`config.mk`:
```
export PLATFORM = sky130hd
export DESIGN_NAME = check_sequencer_flat
export DESIGN_NICKNAME = d
export VERILOG_FILES = /design/src/rtl/check_sequencer_if.sv /design/src/rtl/check_sequencer.sv /design/src/flat_wrapper.sv
export SDC_FILE = /design/constraint.sdc
export NUM_CORES = 1
export LEC_CHECK = 0
export ABC_AREA = 1
export CAP_MARGIN = 20
export CORE_MARGIN = 5
export CORE_UTILIZATION = 35
export CTS_CLUSTER_DIAMETER = 60
export DETAILED_ROUTE_END_ITERATION = 16
export PLACE_DENSITY = 0.56
export SLEW_MARGIN = 30
export SYNTH_ARGS = -nofsm -noshare
export SYNTH_HDL_FRONTEND = slang
export SYNTH_SLANG_ARGS = --single-unit
```
`constraint.sdc`:
```
create_clock -name clk -period 3.3 [get_ports clk]
set_clock_uncertainty 0.05 [all_clocks]
set_input_delay 0.66 -clock clk [delete_from_list [all_inputs] [get_ports clk]]
set_output_delay 0.66 -clock clk [all_outputs]
set_load 0.02 [all_outputs]
```
`src/rtl/check_sequencer_if.sv`:
```
// check_sequencer_if
//   Groups the signals between the check sequencer and the receive FIFO /
//   data checker (pattern generator + error counter).
//
//   data_valid        FIFO -> seq   a word is present on the FIFO output
//   data_ready        seq  -> FIFO  word consumed when data_valid && data_ready
//   error_count[31:0] chk  -> seq   running mismatch count from the checker
//   reset_err_counter seq  -> chk   clear the error counter
//   reset_pattern     seq  -> chk   re-seed the pattern generator
//   enable_pattern    seq  -> chk   advance the generator by one word
//   check_for_errors  seq  -> chk   compare the current word
//
//   master: the sequencer side.  slave: the FIFO/checker side.
interface check_sequencer_if;
  logic        data_valid;
  logic        data_ready;
  logic [31:0] error_count;
  logic        reset_err_counter;
  logic        reset_pattern;
  logic        enable_pattern;
  logic        check_for_errors;

  modport master (
    input  data_valid,
    input  error_count,
    output data_ready,
    output reset_err_counter,
    output reset_pattern,
    output enable_pattern,
    output check_for_errors
  );

  modport slave (
    output data_valid,
    output error_count,
    input  data_ready,
    input  reset_err_counter,
    input  reset_pattern,
    input  enable_pattern,
    input  check_for_errors
  );
endinterface

```
`src/rtl/check_sequencer.sv`:
```
// check_sequencer
//   Control FSM for the write-path data checker. A run clears the error
//   counter and re-seeds the pattern generator, meters a programmed number of
//   64-bit words from the receive FIFO into the checker, drains the checker
//   pipeline, then snapshots the error and word counts for the host.
//
//   clk             system clock
//   reset           synchronous active-high reset
//   start           pulse; begins a run from IDLE or DONE
//   abort           pulse; returns to IDLE from any state (beats start)
//   word_count      words to check, sampled when a run is launched
//   chk             FIFO / checker handshake and strobes (master side)
//   busy            high in CLEAR, CHECK, DRAIN
//   done            high in DONE
//   timeout         sticky; run ended because the FIFO stalled too long
//   errors_latched  error_count snapshot taken at the end of DRAIN
//   words_checked   words accepted during the current/last run
module check_sequencer #(
  parameter int unsigned CLEAR_CYCLES   = 2,
  parameter int unsigned DRAIN_CYCLES   = 2,
  parameter int unsigned TIMEOUT_CYCLES = 1024
) (
  input  logic                     clk,
  input  logic                     reset,
  input  logic                     start,
  input  logic                     abort,
  input  logic [31:0]              word_count,
  check_sequencer_if.master        chk,
  output logic                     busy,
  output logic                     done,
  output logic                     timeout,
  output logic [31:0]              errors_latched,
  output logic [31:0]              words_checked
);

  typedef enum logic [2:0] {
    S_IDLE,
    S_CLEAR,
    S_CHECK,
    S_DRAIN,
    S_DONE
  } state_t;

  localparam logic [31:0] CLEAR_LAST = 32'(CLEAR_CYCLES - 1);
  localparam logic [31:0] DRAIN_LAST = 32'(DRAIN_CYCLES - 1);
  localparam logic [31:0] STALL_LAST = 32'(TIMEOUT_CYCLES - 1);
  localparam bit          TIMEOUT_EN = (TIMEOUT_CYCLES != 0);

  state_t      state;
  state_t      state_nxt;
  logic [31:0] remaining;
  logic [31:0] phase_cnt;
  logic [31:0] stall_cnt;

  logic        accept;
  logic        launch;
  logic        last_word;
  logic        stall_hit;
  logic        clear_last;
  logic        drain_last;

  always_comb begin
    state_nxt             = state;
    chk.data_ready        = 1'b0;
    chk.reset_err_counter = 1'b0;
    chk.reset_pattern     = 1'b0;
    chk.enable_pattern    = 1'b0;
    chk.check_for_errors  = 1'b0;
    busy                  = 1'b0;
    done                  = 1'b0;
    accept                = 1'b0;
    launch                = 1'b0;
    last_word             = 1'b0;
    stall_hit             = 1'b0;
    clear_last            = (phase_cnt == CLEAR_LAST);
    drain_last            = (phase_cnt == DRAIN_LAST);

    case (state)
      S_IDLE, S_DONE: begin
        done   = (state == S_DONE);
        launch = start && !abort;
        if (launch) state_nxt = S_CLEAR;
      end
      S_CLEAR: begin
        busy                  = 1'b1;
        chk.reset_err_counter = 1'b1;
        chk.reset_pattern     = 1'b1;
        // A zero-length run still drains so errors_latched reads a clean 0.
        if (clear_last) state_nxt = (remaining == 32'd0) ? S_DRAIN : S_CHECK;
      end
      S_CHECK: begin
        busy                 = 1'b1;
        chk.data_ready       = 1'b1;
        accept               = chk.data_valid;
        chk.enable_pattern   = accept;
        chk.check_for_errors = accept;
        last_word            = accept && (remaining == 32'd1);
        stall_hit            = TIMEOUT_EN && !accept && (stall_cnt == STALL_LAST);
        if (last_word || stall_hit) state_nxt = S_DRAIN;
      end
      S_DRAIN: begin
        busy = 1'b1;
        if (drain_last) state_nxt = S_DONE;
      end
      default: state_nxt = S_IDLE;
    endcase

    if (abort) state_nxt = S_IDLE;
  end

  always_ff @(posedge clk) begin
    if (reset) begin
      state          <= S_IDLE;
      remaining      <= 32'd0;
      phase_cnt      <= 32'd0;
      stall_cnt      <= 32'd0;
      timeout        <= 1'b0;
      errors_latched <= 32'd0;
      words_checked  <= 32'd0;
    end else begin
      state <= state_nxt;

      // Phase counter times CLEAR and DRAIN; restarts on every state change.
      if (state_nxt != state) phase_cnt <= 32'd0;
      else if (state == S_CLEAR || state == S_DRAIN) phase_cnt <= phase_cnt + 32'd1;

      if (state == S_CHECK && !accept) stall_cnt <= stall_cnt + 32'd1;
      else                             stall_cnt <= 32'd0;

      // A word presented in the abort cycle has already left the FIFO, so it
      // is still counted.
      if (accept) begin
        words_checked <= words_checked + 32'd1;
        remaining     <= remaining - 32'd1;
      end

      if (launch) begin
        remaining     <= word_count;
        words_checked <= 32'd0;
        timeout       <= 1'b0;
      end

      if (stall_hit) timeout <= 1'b1;

      // error_count trails check_for_errors by one clock; sampling at the end
      // of DRAIN therefore includes the final compare.
      if (state == S_DRAIN && drain_last && !abort) errors_latched <= chk.error_count;

      if (abort) timeout <= 1'b0;
    end
  end

endmodule

```
`src/flat_wrapper.sv`:
```
// flat-port wrapper written by rule: the top's interface ports become plain ports
module check_sequencer_flat 
#(
  parameter int unsigned CLEAR_CYCLES   = 2,
  parameter int unsigned DRAIN_CYCLES   = 2,
  parameter int unsigned TIMEOUT_CYCLES = 1024
)
  (clk, reset, start, abort, word_count, busy, done, timeout, errors_latched, words_checked, chk_data_valid, chk_error_count, chk_data_ready, chk_reset_err_counter, chk_reset_pattern, chk_enable_pattern, chk_check_for_errors);
  check_sequencer_if chk_i ();
  input  logic clk;
  input  logic reset;
  input  logic start;
  input  logic abort;
  input  logic [31:0] word_count;
  output logic busy;
  output logic done;
  output logic timeout;
  output logic [31:0] errors_latched;
  output logic [31:0] words_checked;
  input wire logic [$bits(chk_i.data_valid)-1:0] chk_data_valid;
  input wire logic [$bits(chk_i.error_count)-1:0] chk_error_count;
  output wire logic [$bits(chk_i.data_ready)-1:0] chk_data_ready;
  output wire logic [$bits(chk_i.reset_err_counter)-1:0] chk_reset_err_counter;
  output wire logic [$bits(chk_i.reset_pattern)-1:0] chk_reset_pattern;
  output wire logic [$bits(chk_i.enable_pattern)-1:0] chk_enable_pattern;
  output wire logic [$bits(chk_i.check_for_errors)-1:0] chk_check_for_errors;
  assign chk_i.data_valid = chk_data_valid;
  assign chk_i.error_count = chk_error_count;
  assign chk_data_ready = chk_i.data_ready;
  assign chk_reset_err_counter = chk_i.reset_err_counter;
  assign chk_reset_pattern = chk_i.reset_pattern;
  assign chk_enable_pattern = chk_i.enable_pattern;
  assign chk_check_for_errors = chk_i.check_for_errors;
  check_sequencer #(.CLEAR_CYCLES(CLEAR_CYCLES), .DRAIN_CYCLES(DRAIN_CYCLES), .TIMEOUT_CYCLES(TIMEOUT_CYCLES)) u_core (.clk(clk), .reset(reset), .start(start), .abort(abort), .word_count(word_count), .chk(chk_i), .busy(busy), .done(done), .timeout(timeout), .errors_latched(errors_latched), .words_checked(words_checked));
endmodule
```
# --- Word-level counts from Yosys, hierarchy flattened ---
# Index checks and enable logic that the tools add are counted.
classes:
  n_addsub: 4
  n_mul: 0
  n_div: 0
  order_cmp: 0
  eq_ne: 8
  shift: 0
  mux: 18
  bitwise: 1
  reduce_logical: 21
ops:
  columns: ["op", "count"]
  rows:
  - ["adder 32 x 1 -> 32 bit (second input constant)", 3]
  - ["== test 32 x 1 -> 1 bit (second input constant)", 2]
  - ["two-way mux 32 bit", 2]
  - ["== test 32 x 10 -> 1 bit (second input constant)", 1]
  - ["zero test 32 bit", 1]
  - ["subtractor 32 x 1 -> 32 bit (second input constant)", 1]
  - ["two-way mux 3 bit", 5]
  - ["one-hot mux 3 bit (4 select lines)", 1]
  - ["two-way mux 1 bit", 10]
  - ["OR reduction 2 bit", 5]
  - ["== test 3 x 2 -> 1 bit (second input constant)", 2]
  - ["logical AND 1 bit", 6]
  - ["nonzero test 2 bit", 2]
  - ["== test 3 x 1 -> 1 bit (second input constant)", 1]
  - ["== test 3 bit (second input constant)", 1]
  - ["zero test 1 bit", 3]
  - ["zero test 3 bit", 1]
  - ["!= test 3 bit", 1]
  - ["OR reduction 3 bit", 1]
  - ["logical OR 1 bit", 2]
  - ["NOT 1 bit", 1]
totals:
  ff_bits: 164
  latchBits: 0
  mem_bits_rw: 0
  rom_bits: 0
  inputBits: 69
  out_inout_bits: 72
  elab_cells: 59
  memories: 0

# --- Logic depth before layout (Yosys ltp) ---
logic_depth:
  ltp_word: 8
  mapped_depth: 17
  depth_no_buf: 16

# --- Least setup slack after synthesis ---
# No wires, ideal clock.
synth_path:
  path_kind: "input -> output"
  start: "in chk_data_valid"
  end: "out chk_enable_pattern"
  t_arrival_ps: 1565
  required_time_ps: 2590
  slack_ps: 1025
  cell_stages: 4
  n_path_buf: 2
  path_cell_list: "inv_1 -> nor2_8 -> buf_1 -> buf_4"
synth_via:
  elab_chain_len: 1
synth_rtl:
  columns: ["element", "line_no", "rtl"]
  rows:
  - ["start: declaration", "flat_wrapper.sv:20", "input wire logic [$bits(chk_i.data_valid)-1:0] chk_data_valid;"]
  - ["two-way mux 1 bit", null, null]
  - ["end: declaration", "flat_wrapper.sv:25", "output wire logic [$bits(chk_i.enable_pattern)-1:0] chk_enable_pattern;"]
# No other way between the ends.

# --- Worst setup path in the final report ---
layout_path:
  start: "in chk_data_valid"
  end: "out chk_enable_pattern"
layout_via:
  elab_chain_len: 1
layout_rtl:
  columns: ["element", "line_no", "rtl"]
  rows:
  - ["two-way mux 1 bit", "check_sequencer.sv:78", "case (state)"]
# No other way between the ends.

==> impl_metrics.tcl <==
set metrics [dict create \
    status "finished, final reports clean" \
    synth_edf_count 0 \
    setup_viol 0 \
    ys_top_cells_by_count "nand2_1, nor2_1, dfxtp_1" \
    rsz0062_at_grt "false" \
    slew_viol_final 0 \
    postCtsHoldBufs 0 \
    yosys_warnings 0 \
    post-cts-setup-buffers 0 \
    period_share_pct 90.91 \
    cts_made_buffers 17 \
    die_height_um 168.4 \
    fmax_ghz 0.3333 \
    hold_slack_ps 390.6 \
    timing.max_slew.rel_slack_pct 49.07 \
    syn_area_per_cell_sq_um 6.802 \
    wire_per_inst_um 13.28 \
    cts_tree "done" \
    drive_gt1_share_pct 7.446 \
    vias 8402 \
    dp_cells 1736 \
    cap_violations 0 \
    period_needed_ps 3000 \
    min_path_type "reg -> reg" \
    ys_types 48 \
    cp_max_fo 13 \
    finalInstanceArea_sq_um 11110 \
    grt_max_degree 66 \
    initial_core_util_pct 35.17 \
    drt-pass1-iter-count 7 \
    core_sq_um 24960 \
    worstSetupPathType "in -> out" \
    syn_inst 1291 \
    grt_overflow_total 0 \
    ys.flop_type "dfxtp_1" \
    num_io_pins 141 \
    fin_setup_tns_ps 0 \
    ctsResizeCount 0 \
    antenna_left 0 \
    stdcell_count 1767 \
    cts_sinks 164 \
    synth.most_common_cell "nand2_1" \
    leakage_nw 4.021 \
    drt_first_iter_violations 548 \
    hpwl_mm 17.37 \
    clock_tree.buffer_depth 2 \
    grt_pass1_wl_mm 38.58 \
    power.density_nw_per_um2 400.9 \
    drc 0 \
    ys_seq_elements 164 \
    port_buffers 140 \
    pwr-share-clk_pct 43.6 \
    synth_top_area_share_pct 37.39 \
    power_frac_comb_pct 10.7 \
    cp.arrival_ps 2290 \
    yosys.area.top_type "dfxtp_1" \
    p_sw_share_pct 26.40 \
    r2r_slack_ps 1050 \
    cp-end-kind "output pin" \
    cp.required_ps 2590 \
    diodes 0 \
    clk_pin_slew_ps 60 \
    fp.dieW_um 168.4 \
    p_int_mw 3.277 \
    yosys-top-cells-area "dfxtp_1, nand2_1, nor2_1" \
    viasPerCell 4.755 \
    grt_pass1_vias 7963 \
    routed_wl_mm 23.46 \
    area_growth_pct 26.48 \
    placed_area_sq_um 10540 \
    power_switching_mw 1.176 \
    seqPwrFrac_pct 45.7 \
    tightestPinTransition_ps 763.1 \
    rows 58 \
    syn-num-nets 1367 \
    antenna_found_initial 1 \
    track_usage_pct 16.29 \
    vdd_drop_max_v 0.0002872 \
    hold_viol 0 \
    insertion_delay_ps 430 \
    syn_area_sq_um 8781 \
    layout.nets 1501 \
    synth.yosys.seq_area_share_pct 37.39 \
    die-area_sq_um 28360 \
    htree_levels 4 \
    critPathLaunchType "primary input" \
    place.gp.congestion 0.8402 \
    root_buffer "clkbuf_16" \
    synth-async-reset-ratio_pct 0 \
]
final cells by class:
type	count	area (sq um)
fill	2618	13860
multi-input combinational	924	4697
sequential	164	3283
timing repair buffer	154	1531
inverter	164	615.6
clock buffer	18	439.2
tap	330	412.9
clock inverter	13	126.4
path summary, 6_finish.rpt:
check                           cells past startpoint                   endpoint                      start
worst max-delay path                                4         chk_enable_pattern             chk_data_valid
worst min-delay path                                2  u_core.errors_latched[16]  u_core.errors_latched[16]
worst max register to register                      9        u_core.remaining[8]            u_core.state[2]
worst min register to register                      2  u_core.errors_latched[16]  u_core.errors_latched[16]
power by group through the flow:
stage / Sequential, mW / Combinational (mW) / Clock, mW
4_1_cts: 2.03 / 0.483 / 2.00
3_3_place_gp: 2.08 / 0.478 / 0
2_1_floorplan: 2.07 / 0.311 / 0
3_5_place_dp: 2.08 / 0.480 / 0
5_1_grt: 2.04 / 0.538 / 2.08
6_report: 2.04 / 0.478 / 1.94
through the flow:
stage / worst slack [ps] / utilization, % / power (mW)
detailed placement: 303.7 / 42.22 / 2.559
global route: 231.8 / 44.49 / 4.660
finish: 300.1 / 44.49 / 4.452
CTS: 303.7 / 44.49 / 4.517
global placement: 323.2 / 42.22 / 2.558
floorplan: 1025 / - / 2.383
cells by family (layout without fill, tap and decap cells):
group                      count (synthesis)  in the layout  synth area share (%)
AOI/OAI and AO/OA                        211            211                 13.05
buffers and inverters                    203            349                 9.176
muxes                                      1              1                0.1140
DFF                                      164            164                 37.39
xor gates and xnor gates                  53             53                 5.286
adders and majority gates                  7              7                0.9974
and+or+nand+nor                          652            652                 33.98
state kept, by name (all words and copies together), names as in the netlist:
signal,flops
u_core.errors_latched,32
u_core.phase_cnt,32
u_core.remaining,32
u_core.stall_cnt,32
u_core.words_checked,32
u_core.state,3
u_core.timeout,1
critical path: stages:
cell	delay, ps
clkdlybuf4s50_1	530
inv_1	120
nor2_8	300
clkdlybuf4s50_1	670
cell usage in the layout (no fill, tap or decap), types with 4 or more instances in the layout:
cell type,netlist,final
clkdlybuf4s50_1,0,140
a211oi_1,6,6
xor2_1,35,35
a31oi_1,6,6
o21ai_1,5,5
nor3b_1,4,4
or2_2,13,13
o21ai_0,73,73
ha_1,7,7
nand2_2,5,5
nand3_1,59,58
inv_2,4,4
inv_1,159,159
nand3_2,6,7
nand4_1,31,31
clkbuf_16,0,17
a21oi_1,97,97
nand2_1,241,241
inv_6,0,4
xnor2_1,18,18
nand3b_1,7,7
nor4_1,10,10
nor2_1,199,199
clkinvlp_4,0,4
nor3_2,4,4
nor3_1,40,40
nor2_4,6,6
nor2_2,18,18
buf_4,2,12
dfxtp_1,164,164
o21bai_1,10,10
per-layer routing:
| metal | vias to the layer above | GRT usage [%] | wire [um] |
|---|---|---|---|
| met5 | - | 0 | 10 |
| met4 | 2 | 3.211 | 197 |
| met3 | 18 | 5.846 | 1796 |
| met2 | 173 | 26.76 | 10600 |
| met1 | 3771 | 20.77 | 10850 |
| li1 | 4438 | - | - |
No activity file was read; power rests on OpenSTA's default activity.
